## config.mk

```make
export PLATFORM = sky130hd
export DESIGN_NAME = edm_pulse_gen
export DESIGN_NICKNAME = d
export VERILOG_FILES = /design/src/rtl/edm_pkg.sv /design/src/rtl/edm_pulse_gen.sv
export SDC_FILE = /design/constraint.sdc
export NUM_CORES = 1
export LEC_CHECK = 0
export ABC_AREA = 1
export BUFFER_PORTS_ARGS = -buffer_cell sky130_fd_sc_hd__buf_2
export CAP_MARGIN = 40
export CORE_ASPECT_RATIO = 0.8
export CORE_MARGIN = 1.5
export CORE_UTILIZATION = 55
export CTS_CLUSTER_DIAMETER = 40
export DETAILED_ROUTE_END_ITERATION = 8
export PLACE_DENSITY = 0.84
export SYNTH_ARGS = -nofsm -noshare
export SYNTH_HDL_FRONTEND = slang
export SYNTH_SLANG_ARGS = --single-unit
```

## constraint.sdc

```tcl
create_clock -name clk -period 2.5 [get_ports clk]
set_clock_uncertainty 0.1 [all_clocks]
set_input_delay 0.125 -clock clk [delete_from_list [all_inputs] [get_ports clk]]
set_output_delay 0.125 -clock clk [all_outputs]
set_load 0.005 [all_outputs]
```

## src/rtl/edm_pkg.sv

```systemverilog
// Shared types and constants for the EDM discharge-pulse generator.
package edm_pkg;

  localparam int CNT_W = 16;

  typedef enum logic [1:0] {
    PG_IDLE = 2'd0,
    PG_ON   = 2'd1,
    PG_OFF  = 2'd2
  } pg_state_t;

  localparam logic WAVE_CONT   = 1'b0;
  localparam logic WAVE_SINGLE = 1'b1;

endpackage

```

## src/rtl/edm_pulse_gen.sv

```systemverilog
// Ton/Toff gate pulse train for the EDM power stage, driven by the SPI command block.
// Parameters are sampled only at period boundaries, so a pulse is never truncated by a live update.
module edm_pulse_gen
  import edm_pkg::*;
#(
  parameter int CNT_W = edm_pkg::CNT_W
) (
  input  logic             clk,
  input  logic             rst_n,
  input  logic             machine_start,
  input  logic             machine_stop,
  input  logic [CNT_W-1:0] Ton_data,
  input  logic [CNT_W-1:0] Toff_data,
  input  logic [15:0]      Ip_data,
  input  logic [15:0]      waveform_data,
  output logic             gate_out,
  output logic [15:0]      ip_level,
  output logic             busy,
  output logic             pulse_done,
  output logic [15:0]      pulse_cnt,
  output logic             param_err,
  output logic [1:0]       dbg_state
);

  // Handshake: machine_start/machine_stop are single-cycle strobes with no ready;
  // a start is consumed only in IDLE, and stop always wins when both are high.

  pg_state_t        r_state;
  logic [CNT_W-1:0] r_cnt;
  logic [CNT_W-1:0] r_toff;
  logic             r_mode;
  logic [15:0]      r_ip;
  logic             r_gate;
  logic             r_busy;
  logic             r_done;
  logic [15:0]      r_pulse_cnt;
  logic             r_err;

  logic             w_params_ok;
  logic             w_cnt_zero;
  logic [15:0]      w_pcnt_next;
  logic             w_unused_bits;

  assign w_params_ok   = (Ton_data != '0) && (Toff_data != '0);
  assign w_cnt_zero    = (r_cnt == '0);
  assign w_pcnt_next   = (r_pulse_cnt == 16'hFFFF) ? r_pulse_cnt : r_pulse_cnt + 16'd1;
  assign w_unused_bits = ^waveform_data[15:1];

  always_ff @(posedge clk) begin
    if (!rst_n) begin
      r_state     <= PG_IDLE;
      r_cnt       <= '0;
      r_toff      <= '0;
      r_mode      <= WAVE_CONT;
      r_ip        <= '0;
      r_gate      <= 1'b0;
      r_busy      <= 1'b0;
      r_done      <= 1'b0;
      r_pulse_cnt <= '0;
      r_err       <= 1'b0;
    end else begin
      r_done <= 1'b0;
      case (r_state)
        PG_IDLE: begin
          if (machine_start && !machine_stop) begin
            if (w_params_ok) begin
              r_toff      <= Toff_data;
              r_ip        <= Ip_data;
              r_mode      <= waveform_data[0];
              r_pulse_cnt <= '0;
              r_err       <= 1'b0;
              r_cnt       <= Ton_data - 1'b1;
              r_gate      <= 1'b1;
              r_busy      <= 1'b1;
              r_state     <= PG_ON;
            end else begin
              r_err <= 1'b1;
            end
          end
        end
        PG_ON: begin
          if (machine_stop) begin
            r_cnt   <= '0;
            r_gate  <= 1'b0;
            r_busy  <= 1'b0;
            r_state <= PG_IDLE;
          end else if (w_cnt_zero) begin
            r_cnt   <= r_toff - 1'b1;
            r_gate  <= 1'b0;
            r_state <= PG_OFF;
          end else begin
            r_cnt <= r_cnt - 1'b1;
          end
        end
        PG_OFF: begin
          if (machine_stop) begin
            r_cnt   <= '0;
            r_busy  <= 1'b0;
            r_state <= PG_IDLE;
          end else if (w_cnt_zero) begin
            r_done      <= 1'b1;
            r_pulse_cnt <= w_pcnt_next;
            if (r_mode == WAVE_SINGLE) begin
              r_busy  <= 1'b0;
              r_state <= PG_IDLE;
            end else if (w_params_ok) begin
              // Back-to-back period: re-sample live parameters here and only here.
              r_toff  <= Toff_data;
              r_ip    <= Ip_data;
              r_mode  <= waveform_data[0];
              r_cnt   <= Ton_data - 1'b1;
              r_gate  <= 1'b1;
              r_state <= PG_ON;
            end else begin
              r_err   <= 1'b1;
              r_busy  <= 1'b0;
              r_state <= PG_IDLE;
            end
          end else begin
            r_cnt <= r_cnt - 1'b1;
          end
        end
        default: begin
          r_cnt   <= '0;
          r_gate  <= 1'b0;
          r_busy  <= 1'b0;
          r_state <= PG_IDLE;
        end
      endcase
    end
  end

  assign gate_out   = r_gate;
  assign ip_level   = r_ip;
  assign busy       = r_busy;
  assign pulse_done = r_done;
  assign pulse_cnt  = r_pulse_cnt;
  assign param_err  = r_err;
  assign dbg_state  = r_state;

endmodule

```

After elaboration in Yosys (flattened, before gate mapping)

Index checks and enable logic that the tools add are counted.

ROM bits: 0
Bits in latches: 0
Memories: 0
Register bits after elaboration: 71
Bits of input ports: 68
Word-level logic and storage cells: 114
Output and inout bits: 38
RAM bits: 0

Div/mod/pow operators: 0
Multipliers: 0
Multiplexer cells: 66
Bitwise gates (word level): 2
$lt $le $gt $ge: 0
Shift-type cells: 0
Add/subtract/negate cells: 4
Reduce and logical (&&, ||, !) cells: 17
Eq/ne operators: 15

Operators by type and width:

| kind                                                                   | number |
|---|---|
| 16-bit two-way mux                                                     | 22 |
| 16-bit one-hot mux with 2 select lines                                 | 3 |
| 16-bit one-hot mux with 3 select lines                                 | 1 |
| 16-bit by 1-bit subtractor with 16-bit output (second input constant)  | 3 |
| 16-bit nonzero test                                                    | 2 |
| 1-bit two-way mux                                                      | 29 |
| 5-bit AND reduction                                                    | 4 |
| 16-bit by 1-bit adder with 16-bit output (second input constant)       | 1 |
| 16-bit equality test (second input constant)                           | 1 |
| 16-bit zero test                                                       | 1 |
| 2-bit != test (second input constant)                                  | 8 |
| 2-bit two-way mux                                                      | 6 |
| 6-bit AND reduction                                                    | 2 |
| 4-bit != test (second input constant)                                  | 2 |
| 3-bit != test (second input constant)                                  | 2 |
| 1-bit one-hot mux with 3 select lines                                  | 2 |
| 2-bit one-hot mux with 3 select lines                                  | 1 |
| 1-bit one-hot mux with 2 select lines                                  | 2 |
| 4-bit AND reduction                                                    | 1 |
| 3-bit OR reduction                                                     | 1 |
| 2-bit by 1-bit equality test with 1-bit output (second input constant) | 1 |
| 2-bit equality test (second input constant)                            | 1 |
| 1-bit logical AND                                                      | 2 |
| 2-bit zero test                                                        | 1 |
| other kinds (4)                                                        | 5 |

Longest topological paths before layout

Gate-level depths: netlist of run 1.

Depth after elaboration: 7
Depth in mapped cells: 15
Depth with buffers taken out: 15

Worst setup path before layout of run 1

No wires, ideal clock.

Path kind: register to register
Start point: register r_cnt[0]
End point: register r_ip[12], in the netlist ip_level[12]
Arrival: 1.792 ns
Period minus slack after synthesis: 2.005 ns
Cell stages (with the launch flop): 16
Setup time: 0.113 ns
Slack: 0.495 ns
Path buffers: 2
Data required time: 2.287 ns
Cells stage by stage: dfxtp_1 > inv_1 > ha_1 > inv_1 > nor2_1 > nand4_2 > nor2_8 > nor2_2 > clkinv_2 > nand3_2 > nor2_2 > nand2_2 > buf_6 > buf_6 > o21ai_1 > nor2_1

Word-level cells in the longest chain between the ends: 3

Ends and longest elaborated chain:

| what                          | RTL line             | source |
|---|---|---|
| start, declared               | edm_pulse_gen.sv:29  | `logic [CNT_W-1:0] r_cnt;` |
| start signal, assigned        | edm_pulse_gen.sv:72  | `r_cnt <= Ton_data - 1'b1;` |
| start signal, assigned        | edm_pulse_gen.sv:88  | `r_cnt <= r_toff - 1'b1;` |
| start signal, assigned        | edm_pulse_gen.sv:92  | `r_cnt <= r_cnt - 1'b1;` |
| 16-bit zero test              | edm_pulse_gen.sv:45  | `assign w_cnt_zero = (r_cnt == '0);` |
| 2-bit != test (no line)       | n/a                  |  |
| 5-bit AND reduction (no line) | n/a                  |  |
| end signal, assigned          | edm_pulse_gen.sv:68  | `r_ip <= Ip_data;` |
| end signal, assigned          | edm_pulse_gen.sv:109 | `r_ip <= Ip_data;` |
| end, declared                 | edm_pulse_gen.sv:32  | `logic [15:0] r_ip;` |

Every way passes these cells.
A chain may end at the register's enable or synchronous reset.

Worst setup path after layout of run 1

Start point: register r_state[0], in the netlist dbg_state[0]
End point: register r_cnt[3]

Word-level cells in the longest chain between the ends: 3
Elaborated cells between the ends (all ways): 7
Those cells by class: eq/ne: 4; mux: 1; reduce/logical: 2

Ends and longest elaborated chain:

| what                                                            | RTL line            | source |
|---|---|---|
| start, declared                                                 | edm_pulse_gen.sv:28 | `pg_state_t r_state;` |
| start signal, assigned                                          | edm_pulse_gen.sv:51 | `r_state <= PG_IDLE;` |
| start signal, assigned                                          | edm_pulse_gen.sv:75 | `r_state <= PG_ON;` |
| start signal, assigned                                          | edm_pulse_gen.sv:86 | `r_state <= PG_IDLE;` |
| 2-bit equality test / 2-bit zero test (equally long branches)   | edm_pulse_gen.sv:63 | `case (r_state)` |
| 4-bit != test (no line) / 2-bit != test (equally long branches) | n/a                 |  |
| 2-bit AND reduction (no line)                                   | n/a                 |  |

Parallel ways exist; a longest one is shown, timed or not.

==> summary.txt, run 1 <==
Outcome
  • Outcome: completed

Detailed routing
  • Total number of vias: ~5600
  • Vias/cell: 5.658
  • Wire length per cell: 15.54 µm
  • TritonRoute pass-1 iters: 6
  • DRC: 0
  • Routed wire length: 15510 µm
  • Iteration-0 DRC count of the detailed router: 534
  • Count of antenna-violating nets left after detailed routing: 0

Global routing
  • Pin count of the biggest net entering global routing: 43
  • Final global-route overflow total: 0
  • All-Layer GR Usage: 0.3482
  • Number of antenna violations at the first check in global routing: 0
  • Via count of the first global-routing pass: 5359
  • Wire length of the first global-routing pass: 25320 µm

Clocking
  • Clock transition at the register clock pins on the worst setup and hold paths after CTS: 100 ps
  • Max H-tree Level: 3
  • Clk buf depth: 2
  • TritonCTS clock tree: done
  • Clk root buf: sky130_fd_sc_hd__clkbuf_8
  • TritonCTS buffer count: 9
  • Clock net sink count: 71
  • Clock network latency to the later pin of the worst-skew pair: 370 ps

Placement
  • Last weighted congestion value of the routability-driven placer: 0.9762
  • PortBufs: 90
  • Sum of net half-perimeters after detailed placement: 10890 µm

Synthesis
  • Count of cell types in the netlist: 42
  • Share of async-settable or async-resettable flops after synthesis: 0
  • Post-synth top area share: 0.2982
  • Portion of the post-synthesis area used by sequential elements: 0.2982
  • Total standard cell area after synthesis: 4767 µm²
  • Number of flops mapped to enable cells by yosys: 0
  • Most used standard cell by instance count after synthesis: sky130_fd_sc_hd__nand2_1
  • Most instantiated cells after synthesis: sky130_fd_sc_hd__nand2_1 (182), sky130_fd_sc_hd__nor2_1 (127), sky130_fd_sc_hd__dfxtp_1 (71)
  • Per-instance average area after synthesis: approximately 6.3 µm²
  • Post-synth top area cell: sky130_fd_sc_hd__dfxtp_1
  • Synth Net Count: 833
  • Synth warn: 0
  • Cell types occupying the most area after synthesis: sky130_fd_sc_hd__dfxtp_1 (30%), sky130_fd_sc_hd__nand2_1 (14%), sky130_fd_sc_hd__nor2_1 (10%)
  • Most instantiated flip-flop cell in the synthesis netlist: sky130_fd_sc_hd__dfxtp_1
  • Number of synthesized register bits: 71
  • Number of cells produced by synthesis: 759

Run
  • Total of max-cap violations: 0

Timing
  • Clock period minus worst slack: around 2400 ps
  • Setup-failing EPs final: 0
  • Final Hold Slack: 74.72 ps
  • Achievable Freq: 419.6 MHz
  • Fin crit share: 0.9534
  • Final number of max-transition violations: 0
  • Remaining max-slew budget at the tightest pin: 0.5156
  • Accumulated negative setup slack: 0 ps
  • Hold Fails Final Rpt: 0
  • Setup repair after global routing missed its margin: false
  • Actual transition at the worst max-transition pin: 721.0 ps

Floorplan
  • Initial core utilization: 0.5644
  • Vertical extent of the die: 86.27 µm
  • Placeable Area: 8446 µm²
  • Die W: 107.1 µm
  • Die outline area: between 9000 and 10000 µm²
  • IO Count: 106
  • Row cnt: 30

Layout
  • Antenna Cells: 0
  • Net count, final: 955
  • Sequential Area: 1421 µm²
  • P&R area growth vs syn: 22.15%
  • Combined area of the multi-input logic cells: 2894 µm²
  • Layout cell share with drive strength beyond 1: 0.1862
  • Layout fillers: ~750

Min path
  • Hold-critical path endpoint: r_mode
  • Worst Hold Path Cells: 5
  • Hold Startpoint: waveform_data[0]
  • Tightest Hold Check Type: input pin to flip-flop

Worst setup path
  • Path depth of the worst reg2reg path: 10
  • Critical path start-end classification: flip-flop to flip-flop
  • Reg-to-Reg Start: dbg_state[0]
  • Endpoint of the worst register-to-register path: r_cnt[3]
  • R2R setup slack: 120 ps
  • Startpoint type of the worst setup path: flip-flop
  • Data arrival time at the worst-slack endpoint: 2570 ps
  • Crit end category: flip-flop
  • Maximum fanout along the worst path: 7
  • Required time at the worst-slack endpoint: about 2700 ps

Power and ir drop
  • Leakage power: between 2 and 3 nW
  • Maximum ir drop on the vdd rail: ~480 µV
  • Overall power of the completed layout: just under 4 mW
  • Total power per unit cell area: 675.3 nW/µm²
## what timing repair did
| item | 4_1_cts | 5_1_grt |
|---|---|---|
| hold buffers | 32 | 0 |
| setup endpoints to repair | 0 | 2 |
| resized for setup | 0 | 2 |
| hold endpoints to repair | 32 | 0 |
| setup buffers | 0 | 0 |
## area by class of cell
type / instances / share of cell area
Inverter: 79 / 0.05221
Sequential cell: 71 / 0.2441
Tap cell: 112 / 0.02407
Clock buffer: 9 / 0.02127
Clock inverter: 7 / 0.01268
Multi-Input combinational cell: 587 / 0.4970
Timing Repair Buffer: 133 / 0.1487
## metal layers
layer | share of wire | up-vias | GRT usage
li1 | - | 2708 | -
met1 | 0.41 | 2550 | 0.4371
met2 | 0.45 | 339 | 0.5738
met3 | 0.099 | 50 | 0.08346
met4 | 0.034 | 0 | 0.1479
met5 | 0 | - | 0
## power by group
part | internal [mW] | switching, mW | total (mW)
registers | 1.28 | 0.145 | 1.43
clock network | 0.395 | 0.551 | 0.945
logic | 0.562 | 0.999 | 1.56
## kinds of logic after synthesis
family,Yosys count,synth area share
AND/OR/NAND/NOR,421,0.3877
XOR/XNOR,30,0.05512
AO/OA/AOI/OAI,130,0.1486
buffers and inverters,101,0.09475
adder cells (fa/ha/maj),6,0.01575
flip-flops,71,0.2982
## worst max path at each step
stage,from,end,slack [ps],cells past startpoint
floorplan,r_cnt[0],ip_level[12],490,15
global placement,r_cnt[1],pulse_cnt[12],290,13
detailed placement,r_cnt[1],pulse_cnt[12],170,13
CTS,r_cnt[1],pulse_cnt[12],180,13
global route,r_cnt[1],r_toff[8],4,14
finish,dbg_state[0],r_cnt[3],120,10
## layout by cell type, fill, tap and decap left out, types with 12 or more instances in the layout
| master | Yosys | layout |
|---|---|---|
| sky130_fd_sc_hd__a21oi_1 | 52 | 52 |
| sky130_fd_sc_hd__buf_2 | 3 | 90 |
| sky130_fd_sc_hd__dfxtp_1 | 71 | 71 |
| sky130_fd_sc_hd__dlygate4sd3_1 | 0 | 32 |
| sky130_fd_sc_hd__inv_1 | 64 | 64 |
| sky130_fd_sc_hd__inv_2 | 13 | 12 |
| sky130_fd_sc_hd__nand2_1 | 182 | 182 |
| sky130_fd_sc_hd__nand3_1 | 52 | 52 |
| sky130_fd_sc_hd__nor2_1 | 127 | 127 |
| sky130_fd_sc_hd__nor3_1 | 19 | 19 |
| sky130_fd_sc_hd__o21ai_0 | 43 | 43 |
| sky130_fd_sc_hd__o21ai_1 | 18 | 18 |
| sky130_fd_sc_hd__xor2_1 | 23 | 23 |
## sequential cells by signal (all words and copies together) (netlist names)
signal	count
busy	1
dbg_state	2
gate_out	1
ip_level	16
param_err	1
pulse_cnt	16
pulse_done	1
r_cnt	16
r_mode	1
r_toff	16
## critical path, cell delays in order (launching register included)
cell,delay [ps]
sky130_fd_sc_hd__dfxtp_1,600
sky130_fd_sc_hd__inv_2,70
sky130_fd_sc_hd__nor2_1,90
sky130_fd_sc_hd__nand2_1,230
sky130_fd_sc_hd__nor2_1,460
sky130_fd_sc_hd__inv_1,210
sky130_fd_sc_hd__nor2_1,180
sky130_fd_sc_hd__a21oi_1,60
sky130_fd_sc_hd__nand2_1,70
sky130_fd_sc_hd__nand2_1,70
sky130_fd_sc_hd__a21oi_1,160
## per-stage QoR
step / util / instances / worst slack, ps / cell area [µm²]
6_report: 0.6895 / 998 / 116.6 / 5823
5_1_grt: 0.6895 / 998 / 3.882 / 5823
4_1_cts: 0.6890 / 998 / 176.3 / 5819
3_5_place_dp: 0.6277 / 950 / 174.7 / 5301
3_3_place_gp: 0.6277 / 950 / 286.9 / 5301
2_1_floorplan: - / 759 / 494.7 / 4767
(Power assumes the default switching activity.)
==> run 2: changes to the inputs <==
==> constraint.sdc (replaced) <==
create_clock -name clk -period 2.5 [get_ports clk]
set_clock_uncertainty 0.1 [all_clocks]
set_input_delay 0.25 -clock clk [delete_from_list [all_inputs] [get_ports clk]]
set_output_delay 0.25 -clock clk [all_outputs]
set_load 0.005 [all_outputs]
==> run 2 against run 1 <==
Design area fell by 4.8%; power fell by 0.82%; clock-buffer cell count rose by 1; sequential share of layout area rose by 1.2 points; final cell count fell by 3.0%; critical endpoint is now pulse_cnt[12]; utilization fell by 3.3 points; combinational power fell by 6%; maximum frequency rose by 4.4%; sequential power barely moved.
==> summary.txt, run 2 (synthesis gave the netlist of run 1 again) <==
Outcome
  • Outcome: completed (unchanged)

Timing
  • Setup repair after global routing missed its margin: false (unchanged)
  • Remaining max-slew budget at the tightest pin: 0.6022 (was 0.5156)
  • Clock period minus worst slack: 2282 ps (was 2383 ps)
  • Achievable Freq: 438.2 MHz (was 419.6 MHz)
  • Accumulated negative setup slack: 0 ps (unchanged)
  • Setup-failing EPs final: 0 (unchanged)
  • Hold Fails Final Rpt: 0 (unchanged)
  • Actual transition at the worst max-transition pin: 592.1 ps (was 721.0 ps)
  • Final number of max-transition violations: 0 (unchanged)
  • Final setup slack of the worst path: 217.9 ps (was 116.6 ps)
  • Final Hold Slack: 15.47 ps (was 74.72 ps)
  • Fin crit share: 0.9129 (was 0.9534)

Layout
  • Combined area of the multi-input logic cells: 2894 µm² (unchanged)
  • Layout fillers: 801 (was 751)
  • Antenna Cells: 0 (unchanged)
  • Post-layout util: 0.6563 (was 0.6895)
  • P&R area growth vs syn: 16.27% (was 22.15%)
  • Final Instance Area: 5543 µm² (was 5823 µm²)
  • Sequential Area: 1421 µm² (unchanged)
  • Most frequent cells in the layout: sky130_fd_sc_hd__nand2_1 (182), sky130_fd_sc_hd__nor2_1 (127), sky130_fd_sc_hd__buf_2 (90), sky130_fd_sc_hd__dfxtp_1 (71), sky130_fd_sc_hd__inv_1 (64) (unchanged)
  • Net count, final: 925 (was 955)
  • Most common library cell in the layout ignoring fill and taps: sky130_fd_sc_hd__nand2_1 (unchanged)
  • Layout cell share with drive strength beyond 1: 0.1951 (was 0.1862)

Clocking
  • Number of hold buffers added after CTS: 0 (was 32)
  • TritonCTS buffer count: 9 (unchanged)
  • Clock transition at the register clock pins on the worst setup and hold paths after CTS: 90 ps (was 100 ps)
  • TritonCTS clock tree: done (unchanged)
  • Clk buf depth: 2 (unchanged)
  • Number of buffers added for setup after CTS: 0 (unchanged)
  • Clock network latency to the later pin of the worst-skew pair: 360 ps (was 370 ps)
  • Max H-tree Level: 3 (unchanged)
  • Clock net sink count: 71 (unchanged)
  • Clk root buf: sky130_fd_sc_hd__clkbuf_8 (unchanged)
  • Gates resized, CTS repair: 0 (unchanged)

Worst setup path
  • Startpoint type of the worst setup path: flip-flop (unchanged)
  • Reg-to-Reg Start: r_cnt[1] (was dbg_state[0])
  • Source of the critical timing path: r_cnt[1] (was dbg_state[0])
  • Maximum fanout along the worst path: 14 (was 7)
  • Crit end category: flip-flop (unchanged)
  • Required time at the worst-slack endpoint: 2660 ps (was 2690 ps)
  • Critical path start-end classification: flip-flop to flip-flop (unchanged)
  • Data arrival time at the worst-slack endpoint: 2440 ps (was 2570 ps)

Power and ir drop
  • Internal Power: 2.319 mW (was 2.238 mW)
  • Sw frac: 0.4053 (was 0.4308)
  • Leakage power: 2.567 nW (was 2.675 nW)
  • Clock power share: 0.259 (was 0.240)
  • Combinational Power Share: 0.378 (was 0.397)
  • Total power per unit cell area: 703.6 nW/µm² (was 675.3 nW/µm²)
  • Switching Power: 1.581 mW (was 1.694 mW)
  • Maximum ir drop on the vdd rail: 465.5 µV (was 479.3 µV)
  • Sequential share of power: 0.363 (about the same)

Global routing
  • All-Layer GR Usage: 0.3121 (was 0.3482)
  • Via count of the first global-routing pass: 4943 (was 5359)
  • Final global-route overflow total: 0 (unchanged)
  • Pin count of the biggest net entering global routing: 36 (was 43)
  • Wire length of the first global-routing pass: 22960 µm (was 25320 µm)
  • Number of antenna violations at the first check in global routing: 0 (unchanged)

Placement
  • Post-placement cell area: 5329 µm² (was 5301 µm²)
  • Last weighted congestion value of the routability-driven placer: 0.9874 (was 0.9762)
  • Sum of net half-perimeters after detailed placement: 10620 µm (was 10890 µm)
  • Pre-CTS WS: 209.5 ps (was 174.7 ps)
  • PortBufs: 90 (unchanged)

Min path
  • Hold Startpoint: Ip_data[5] (was waveform_data[0])
  • Tightest Hold Check Type: input pin to flip-flop (unchanged)

Detailed routing
  • Routed wire length: 13680 µm (was 15510 µm)
  • Count of antenna-violating nets left after detailed routing: 0 (unchanged)
  • Iteration-0 DRC count of the detailed router: 475 (was 534)
  • TritonRoute pass-1 iters: 5 (was 6)
  • Total number of vias: 5309 (was 5647)
  • Wire length per cell: 14.13 µm (was 15.54 µm)
  • DRC: 0 (unchanged)
  • Vias/cell: 5.485 (was 5.658)

Floorplan
  • Die outline area: 9238 µm² (unchanged)
  • Vertical extent of the die: 86.27 µm (unchanged)
  • Initial core utilization: 0.5644 (unchanged)
  • Row cnt: 30 (unchanged)
  • Placeable Area: 8446 µm² (unchanged)
  • IO Count: 106 (unchanged)
  • Die W: 107.1 µm (unchanged)

Run
  • Total of max-cap violations: 0 (unchanged)
==> run 2: worst paths after layout <==
kind                                 endpoint  slack [ps]  cells past startpoint
worst max-delay path            pulse_cnt[12]         220                     13
worst min-delay path              ip_level[5]          20                      3
worst max register to register  pulse_cnt[12]         220                     13
worst min register to register   ip_level[13]         380                      2
==> run 2: layout make-up <==
type / count / share of cell area
Multi-Input combinational cell: 587 / 0.5221
Tap cell: 112 / 0.02528
Clock inverter: 6 / 0.01377
Clock buffer: 10 / 0.02483
Inverter: 79 / 0.05418
Timing Repair Buffer: 103 / 0.1034
Sequential cell: 71 / 0.2564
==> run 2: power groups by stage <==
stage / Sequential [mW] / Clock, mW / Combinational [mW]
final: 1.42 / 1.01 / 1.47
after global routing: 1.43 / 1.08 / 1.66
after CTS: 1.41 / 1.03 / 1.46
after detailed placement: 1.44 / 0 / 1.45
after global placement: 1.43 / 0 / 1.42
after floorplan: 1.42 / 0 / 1.08
==> run 2: stage by stage <==
step / total power [mW] / instances
5_1_grt: 4.173 / 968
2_1_floorplan: 2.496 / 759
6_report: 3.900 / 968
3_5_place_dp: 2.891 / 952
4_1_cts: 3.899 / 968
3_3_place_gp: 2.854 / 952
==> run 2: metal layers <==
metal  track usage  vias to the layer above  wire, µm
li1              -                     2636         -
met1        0.4266                     2424      6363
met2        0.4968                      223      6041
met3       0.05639                       26       979
met4        0.1067                        0       297
met5             0                        -         0
==> run 2: worst max-delay path: stages, from the launching register on <==
cell and delay [ps]:
sky130_fd_sc_hd__dfxtp_1 340, sky130_fd_sc_hd__inv_1 100, sky130_fd_sc_hd__ha_1 210, sky130_fd_sc_hd__inv_1 50
sky130_fd_sc_hd__nor2_1 110, sky130_fd_sc_hd__nand4_2 150, sky130_fd_sc_hd__nor2_8 160, sky130_fd_sc_hd__nor2_2 80
sky130_fd_sc_hd__nor2_4 130, sky130_fd_sc_hd__nand3_4 210, sky130_fd_sc_hd__inv_4 210, sky130_fd_sc_hd__nand2_1 110
sky130_fd_sc_hd__nor3_1 140, sky130_fd_sc_hd__nor2_1 70
